File: config.mk
export PLATFORM = sky130hd
export DESIGN_NAME = fetch_queue
export DESIGN_NICKNAME = d
export VERILOG_FILES = /design/src/rtl/fetch_queue.sv
export SDC_FILE = /design/constraint.sdc
export NUM_CORES = 1
export LEC_CHECK = 0
export CORE_ASPECT_RATIO = 1.25
export CORE_MARGIN = 10
export CORE_UTILIZATION = 45
export DETAILED_ROUTE_END_ITERATION = 8
export DONT_BUFFER_PORTS = 1
export MAX_ROUTING_LAYER = met4
export SLEW_MARGIN = 20
export SYNTH_ARGS = -nofsm -noshare
export SYNTH_HDL_FRONTEND = slang
export SYNTH_SLANG_ARGS = --single-unit
File: constraint.sdc
create_clock -name clk -period 5.26 [get_ports clk]
set_input_delay 1.052 -clock clk [delete_from_list [all_inputs] [get_ports clk]]
set_output_delay 1.052 -clock clk [all_outputs]
set_load 0.005 [all_outputs]
File: src/rtl/fetch_queue.sv
// fetch_queue: fetch PC, ROM sampling and a decode-side FIFO with redirect flush.
// Optional FETCH_MISALIGN_FAULT_EN: a misaligned redirect yields one fault entry, then fetch halts.
module fetch_queue #(
  parameter logic [31:0] RESET_PC = 32'h0000_0000,
  parameter int ADDR_WIDTH = 12,
  parameter int DEPTH = 4
) (
  input  logic                  clk,
  input  logic                  rst,
  output logic [ADDR_WIDTH-1:0] rom_addr,
  input  logic [31:0]           rom_rdata,
  input  logic                  redirect_valid,
  input  logic [31:0]           redirect_pc,
  output logic                  out_valid,
  input  logic                  out_ready,
  output logic [31:0]           out_pc,
  output logic [31:0]           out_instr,
  output logic                  out_fault
);
  localparam int PW = $clog2(DEPTH);
  logic [31:0] fetch_pc;
  logic [PW:0] rptr, wptr;
  logic [31:0] pc_mem [DEPTH];
  logic [31:0] instr_mem [DEPTH];
  logic [31:0] load_pc;
  logic halted, fault_pend;
  logic empty, full, pop, push;
  assign empty = rptr == wptr;
  assign full = (rptr[PW] != wptr[PW]) && (rptr[PW-1:0] == wptr[PW-1:0]);
  assign pop = !empty && out_ready;
  assign push = !redirect_valid && (!halted || fault_pend) && (!full || pop);
  assign rom_addr = fetch_pc[ADDR_WIDTH-1:0];
  assign out_valid = !empty;
  assign out_pc = empty ? 32'h0 : pc_mem[rptr[PW-1:0]];
  assign out_instr = empty ? 32'h0 : instr_mem[rptr[PW-1:0]];
`ifdef FETCH_MISALIGN_FAULT_EN
  logic [DEPTH-1:0] fault_mem;
  logic misalign;
  assign misalign = |redirect_pc[1:0];
  assign load_pc = redirect_pc;
  assign out_fault = !empty && fault_mem[rptr[PW-1:0]];
  // halted with fault_pend set means the fault entry is still owed to the queue
  always_ff @(posedge clk or posedge rst)
    if (rst) begin
      halted <= 1'b0;
      fault_pend <= 1'b0;
    end else if (redirect_valid) begin
      halted <= misalign;
      fault_pend <= misalign;
    end else if (push) fault_pend <= 1'b0;
  always_ff @(posedge clk)
    if (push) fault_mem[wptr[PW-1:0]] <= fault_pend;
`else
  assign load_pc = redirect_pc & ~32'h3;
  assign halted = 1'b0;
  assign fault_pend = 1'b0;
  assign out_fault = 1'b0;
`endif
  always_ff @(posedge clk or posedge rst)
    if (rst) begin
      fetch_pc <= RESET_PC;
      rptr <= '0;
      wptr <= '0;
    end else if (redirect_valid) begin
      fetch_pc <= load_pc;
      rptr <= wptr;
    end else begin
      if (pop) rptr <= rptr + 1'b1;
      if (push) wptr <= wptr + 1'b1;
      if (push && !fault_pend) fetch_pc <= fetch_pc + 32'd4;
    end
  always_ff @(posedge clk)
    if (push) begin
      pc_mem[wptr[PW-1:0]] <= fetch_pc;
      instr_mem[wptr[PW-1:0]] <= fault_pend ? 32'h0 : rom_rdata;
    end
endmodule

# Word-level counts from Yosys, hierarchy flattened
# Memory sizes are Yosys's and may differ from the RTL's.
# Index checks and enable logic that the tools add are counted.
# W data, S select, Z words.
classes:
  n_eq_ne: 3
  addsub: 3
  n_reduce_logical: 10
  bitwise: 1
  muxes: 8
op_table:
  columns: ["operator", "count"]
  rows:
  - ["$mux W32", 4]
  - ["$add A32 B3 Y32 const B", 1]
  - ["$add A3 B1 Y3 const B", 2]
  - ["$mux W3", 2]
  - ["$reduce_bool A2 Y1", 2]
  - ["$eq A3 B3 Y1", 1]
  - ["$logic_and A1 B1 Y1", 3]
  - ["$logic_not A1 Y1", 3]
  - ["$eq A2 B2 Y1", 1]
  - ["$mux W1", 2]
  - ["$reduce_and A2 Y1", 1]
  - ["$logic_or A1 B1 Y1", 1]
  - ["$ne A1 B1 Y1", 1]
  - ["$not A1 Y1", 1]
totals:
  ramBits: 256
  n_memories: 2
  word_cells: 30
  in_bits: 68
  out_inout_bits: 78
  register_bits: 38
memory_table:
  columns: ["name", "words", "width", "read_ports", "rd_ports_with_merged_regs", "wr", "line", "source"]
  rows:
  - ["instr_mem", 4, 32, 1, 0, 1, "24", "logic [31:0] instr_mem [DEPTH];"]
  - ["pc_mem", 4, 32, 1, 0, 1, "23", "logic [31:0] pc_mem [DEPTH];"]

# Logic depth before layout (Yosys ltp)
logic_depth:
  word_depth: 7
  depth_mapped: 6
  mapped_depth_nobuf: 5

# Worst setup path after synthesis
# OpenSTA, ideal clock, no wires.
synth_path:
  kind: "input port to flip-flop"
  from: "input port redirect_valid"
  to: "memory instr_mem[3][0], enable pin"
  arrival_time_ns: 3.155
  stages: 3
  slack_ns: 1.677
  setup_ns: 0.428
  required_time_ns: 4.832
  n_path_buf: 1
  path_cell_list: "clkbuf_1 > a41oi_1 > and2_1"
synth_via:
  elab_chain_cells: 4
synth_lines:
  columns: ["element", "line", "source"]
  rows:
  - ["start: declaration", "12", "input logic redirect_valid,"]
  - ["$logic_not A1 Y1", "31", "assign push = !redirect_valid && (!halted || fault_pend) && (!full || pop);"]
  - ["$logic_and A1 B1 Y1", "31", null]
  - ["$mux W1", "73", "if (push) begin"]
  - ["$mux W1", "75", "instr_mem[wptr[PW-1:0]] <= fault_pend ? 32'h0 : rom_rdata;"]
  - ["end: declaration", "24", null]
# Every way passes these cells.

# Worst setup path in the final report
layout_path:
  from: "register rptr[0]"
  to: "output port out_pc[4]"
layout_via:
  elab_chain_cells: 2
  elab_cells_between_ends: 3
  classes_between: "eq/ne (1); mux (1); memory (1)"
layout_lines:
  columns: ["element", "line", "source"]
  rows:
  - ["start: declaration", "22", "logic [PW:0] rptr, wptr;"]
  - ["start signal: assignment", "66", "rptr <= wptr;"]
  - ["start signal: assignment", "68", "if (pop) rptr <= rptr + 1'b1;"]
  - ["$mem_v2 Z4 W32 / $eq A3 B3 Y1 (equally long branches)", null, null]
  - ["$mux W32 (*)", "34", "assign out_pc = empty ? 32'h0 : pc_mem[rptr[PW-1:0]];"]
  - ["end: declaration", "16", "output logic [31:0] out_pc,"]
# Every way passes the cells marked *; elsewhere a longest branch is shown, timed or not.

==> impl_metrics.prom <==
# TYPE chip_impl_metric gauge
chip_impl_metric{name="holdWs",unit="ps"} 534
chip_impl_metric{name="die_height",unit="um"} 201
chip_impl_info{name="timing.critical_path.max_delay_family",value="flip-flops"} 1
chip_impl_metric{name="drt-total-wl",unit="um"} 24800
chip_impl_info{name="r2r_end",value="instr_mem[3][4]$_DFFE_PP_"} 1
chip_impl_metric{name="path_max_fanout",unit=""} 38
chip_impl_metric{name="global_route_wire_length_before_repair",unit="um"} 38400
chip_impl_metric{name="num_rows",unit=""} 66
chip_impl_metric{name="number_of_cts_inserted_buffers",unit=""} 27
chip_impl_metric{name="worstPathRequired",unit="ps"} 4210
chip_impl_metric{name="combinationalPowerShare",unit=""} 0.273
chip_impl_metric{name="die_width",unit="um"} 165
chip_impl_metric{name="power",unit="mW"} 7.05
chip_impl_metric{name="num_antenna_cells",unit=""} 0
chip_impl_metric{name="max-cap-violations",unit=""} 0
chip_impl_info{name="crit_chain",value="buf_4 > mux4_2 > nor2b_1"} 1
chip_impl_info{name="clock-root-buffer",value="sky130_fd_sc_hd__clkbuf_16"} 1
chip_impl_metric{name="ys_async_sr_fraction",unit=""} 0.127
chip_impl_metric{name="slew_viol_final",unit=""} 0
chip_impl_metric{name="final-hold-violation-count",unit=""} 0
chip_impl_metric{name="design.die.area",unit="sq um"} 33300
chip_impl_metric{name="dr.first_iter.drc_count",unit=""} 405
chip_impl_metric{name="cts.hold.buffers_added",unit=""} 0
chip_impl_metric{name="synth-compound-area-share",unit=""} 0.0418
chip_impl_metric{name="max_slew.worst_pin.slew",unit="ps"} 999
chip_impl_info{name="synth_top_family_by_area",value="multiplexers"} 1
chip_impl_metric{name="place.port_buffers",unit=""} 0
chip_impl_metric{name="postSynthCellCount",unit=""} 687
chip_impl_metric{name="power_switching",unit="mW"} 2.21
chip_impl_metric{name="synth_adder_area_share",unit=""} 0.00634
chip_impl_metric{name="initial_utilization",unit=""} 0.456
chip_impl_metric{name="skew",unit="ps"} 19.0
chip_impl_metric{name="post_cts_resize_count",unit=""} 0
chip_impl_metric{name="synth_enable_flop_cells",unit=""} 248
chip_impl_metric{name="cp.buffers_inverters",unit=""} 1
chip_impl_metric{name="ff2ff_path_depth",unit=""} 3
chip_impl_metric{name="timing.final.crit_share",unit=""} 0.708
chip_impl_metric{name="synthesis.yosys.warnings",unit=""} 0
chip_impl_info{name="status",value="complete, no violations"} 1
chip_impl_metric{name="finalSetupViolations",unit=""} 0
chip_impl_info{name="grt_setup_unrepaired",value="false"} 1
chip_impl_metric{name="final_core_utilization",unit=""} 0.498
chip_impl_metric{name="switching_share",unit=""} 0.313
chip_impl_info{name="most_instantiated_library_cell_after_synthesis",value="sky130_fd_sc_hd__edfxtp_1"} 1
chip_impl_metric{name="leakage",unit="nW"} 4.10
chip_impl_metric{name="drc_errors",unit=""} 0
chip_impl_metric{name="synth_area",unit="sq um"} 11800
chip_impl_metric{name="cts_htree_levels",unit=""} 1
chip_impl_metric{name="fillerInstances",unit=""} 2150
chip_impl_metric{name="ys_seq_elements",unit=""} 284
chip_impl_metric{name="cell_internal_pwr",unit="mW"} 4.84
chip_impl_metric{name="worstSkewPairLatency",unit="ps"} 520
chip_impl_metric{name="routed_wire_length_per_instance",unit="um"} 23.9
chip_impl_metric{name="yosys-mux-area-fraction",unit=""} 0.120
chip_impl_info{name="main_area_contributors_after_synthesis",value="sky130_fd_sc_hd__edfxtp_1, sky130_fd_sc_hd__mux4_2, sky130_fd_sc_hd__dfrtp_1"} 1
chip_impl_metric{name="setup-tns-final",unit="ps"} 0
chip_impl_metric{name="gp_congestion",unit=""} 0.838
chip_impl_metric{name="nets",unit=""} 750
chip_impl_metric{name="areaGrowthSynthToFinish",unit="%"} 9.23
chip_impl_metric{name="dr_vias",unit=""} 6085
chip_impl_metric{name="stdcell_count",unit=""} 1036
chip_impl_info{name="synth_flop_cell",value="sky130_fd_sc_hd__edfxtp_1"} 1
chip_impl_metric{name="synthXorXnorAreaFrac",unit=""} 0.00950
chip_impl_metric{name="clk_pin_slew",unit="ps"} 60
chip_impl_metric{name="via_count_of_the_first_global_routing_pass",unit=""} 6560
chip_impl_metric{name="synth.yosys.seq_area_share",unit=""} 0.705
chip_impl_info{name="crit_path_start_kind",value="register"} 1
chip_impl_metric{name="power.share.sequential",unit=""} 0.469
chip_impl_metric{name="gr-total-overflow",unit=""} 0
chip_impl_info{name="worst_path_max_delay_cell",value="sky130_fd_sc_hd__dfrtp_4"} 1
chip_impl_metric{name="r2r_setup_slk",unit="ps"} 2010
chip_impl_metric{name="vdd_drop_max",unit="uV"} 266
chip_impl_metric{name="post-route-min-period",unit="ps"} 3720
chip_impl_metric{name="ctsLongestPathBuffers",unit=""} 3
chip_impl_metric{name="share_of_final_layout_standard_cells_stronger_than_drive_strength_1",unit=""} 0.170
chip_impl_info{name="timing.critical_path.to_type",value="output port"} 1
chip_impl_metric{name="avgViaCountPerCell",unit=""} 5.87
chip_impl_info{name="synth_common_cells",value="sky130_fd_sc_hd__edfxtp_1, sky130_fd_sc_hd__nor2b_1, sky130_fd_sc_hd__mux4_2, sky130_fd_sc_hd__dfrtp_1, sky130_fd_sc_hd__or4_1"} 1
chip_impl_metric{name="synth_top_area_share",unit=""} 0.629
chip_impl_metric{name="clkPwrFrac",unit=""} 0.258
chip_impl_info{name="yosysTopAreaCell",value="sky130_fd_sc_hd__edfxtp_1"} 1
chip_impl_metric{name="grt_antenna_before_repair",unit=""} 0
chip_impl_metric{name="antenna_violation_net_count_after_detailed_routing",unit=""} 0
chip_impl_metric{name="max-slew-margin-rel",unit=""} 0.334
chip_impl_metric{name="floorplan.io_pins",unit=""} 146
chip_impl_metric{name="tritoncts_num_sinks",unit=""} 284
chip_impl_metric{name="worst_path_largest_cell_delay",unit="ps"} 960
chip_impl_metric{name="synth.lib_cells_used.distinct",unit=""} 44
chip_impl_metric{name="dp.final_hpwl",unit="um"} 15300
chip_impl_metric{name="placed_cells",unit=""} 987
chip_impl_info{name="cts_tree",value="yes"} 1
chip_impl_metric{name="yosys.area_share.simple",unit=""} 0.0923
chip_impl_metric{name="placeableCoreArea",unit="sq um"} 26000
chip_impl_info{name="timing_worst_setup_path_type",value="reg -> out"} 1
chip_impl_info{name="r2r_start",value="rptr[0]$_DFFE_PP0P_"} 1
chip_impl_metric{name="post_synth.cell_area_avg",unit="sq um"} 17.2
chip_impl_metric{name="gr-usage-all-layers",unit=""} 0.152
chip_impl_metric{name="timing.fmax",unit="MHz"} 269
chip_impl_metric{name="drt-pass1-iter-count",unit=""} 5
chip_impl_metric{name="cp.arrival",unit="ps"} 2670
chip_impl_metric{name="grt_max_degree",unit=""} 64
chip_impl_info{name="type_of_the_worst_min_delay_path",value="in -> async"} 1
chip_impl_metric{name="power-per-cell-area",unit="nW/um^2"} 544
chip_impl_metric{name="cts_post_setup_buffers_inserted",unit=""} 0
==> metrics by stage <==
stage | setup WS [ps] | instance area (sq um)
floorplan | 1680 | 11900
global placement | 2020 | 12100
detailed placement | 1940 | 12100
CTS | 1430 | 12900
global route | 1310 | 12900
finish | 1540 | 12900
==> flip-flops by register name, indices dropped and copies added (netlist names) <==
| signal | flops |
|---|---|
| rptr | 3 |
| wptr | 3 |
| pc_mem | 120 |
| fetch_pc | 30 |
| instr_mem | 128 |
==> logic make-up (layout without fill, tap and decap cells) <==
| family | count (synthesis) | count (layout) |
|---|---|---|
| muxes | 64 | 64 |
| buffers and inverters | 61 | 66 |
| adders and majority gates | 6 | 6 |
| DFF | 284 | 284 |
| other | 1 | 5 |
| xor gates and xnor gates | 12 | 12 |
| AOI/OAI and AO/OA | 74 | 74 |
| and+or+nand+nor | 185 | 185 |
==> worst max-delay path by stage <==
stage,startpoint,end,cells past startpoint
after detailed placement,rptr[0]$_DFFE_PP0P_,instr_mem[3][7]$_DFFE_PP_,3
after global placement,rptr[0]$_DFFE_PP0P_,out_pc[12],3
after global routing,rptr[0]$_DFFE_PP0P_,out_instr[29],3
after floorplan,redirect_valid,instr_mem[3][0]$_DFFE_PP_,3
after CTS,rptr[0]$_DFFE_PP0P_,out_pc[4],3
final,rptr[0]$_DFFE_PP0P_,out_pc[4],3
==> cell usage in the layout (no fill, tap or decap), types with 3 or more instances in the layout <==
cell type,count
sky130_fd_sc_hd__and2_4,4
sky130_fd_sc_hd__nand2_1,18
sky130_fd_sc_hd__nand4_1,12
sky130_fd_sc_hd__xor2_1,5
sky130_fd_sc_hd__clkinv_2,6
sky130_fd_sc_hd__mux4_2,62
sky130_fd_sc_hd__conb_1,5
sky130_fd_sc_hd__or3_1,5
sky130_fd_sc_hd__o21a_1,4
sky130_fd_sc_hd__clkbuf_16,27
sky130_fd_sc_hd__inv_1,10
sky130_fd_sc_hd__a221oi_1,5
sky130_fd_sc_hd__o21ai_0,18
sky130_fd_sc_hd__a31oi_1,19
sky130_fd_sc_hd__nor2b_1,69
sky130_fd_sc_hd__buf_4,6
sky130_fd_sc_hd__ha_1,6
sky130_fd_sc_hd__a21oi_1,4
sky130_fd_sc_hd__and2_1,3
sky130_fd_sc_hd__edfxtp_1,248
sky130_fd_sc_hd__and4_1,3
sky130_fd_sc_hd__dfrtp_1,34
sky130_fd_sc_hd__o31ai_1,13
sky130_fd_sc_hd__nand3_1,16
sky130_fd_sc_hd__or4_1,25
sky130_fd_sc_hd__nor2_1,18
sky130_fd_sc_hd__xnor2_1,6
sky130_fd_sc_hd__clkbuf_1,8
==> layer usage <==
| metal | up-vias | part of all wire | global-route usage |
|---|---|---|---|
| met4 | 0 | 0.024 | 0.0444 |
| met5 | - | 0 | - |
| met1 | 3121 | 0.40 | 0.183 |
| met3 | 50 | 0.074 | 0.0380 |
| li1 | 2708 | - | - |
| met2 | 206 | 0.50 | 0.248 |
==> cell type report <==
type                    count  area, sq um  area share
multi-input cells         346         3250       0.251
inverters                  11         41.3     0.00319
clock inverters            12         96.3     0.00744
repair buffers              6         45.0     0.00348
clock buffers              37          733      0.0567
well taps                 340          425      0.0329
flip-flops and latches    284         8360       0.646
==> power by group through the flow <==
stage	Sequential, mW	Clock (mW)	Combinational, mW
5_1_grt	3.37	1.96	2.15
4_1_cts	3.32	1.86	2.01
3_5_place_dp	3.37	0	2.00
2_1_floorplan	3.16	0	1.62
6_report	3.31	1.82	1.92
3_3_place_gp	3.32	0	1.96
(Power assumes the default switching activity.)
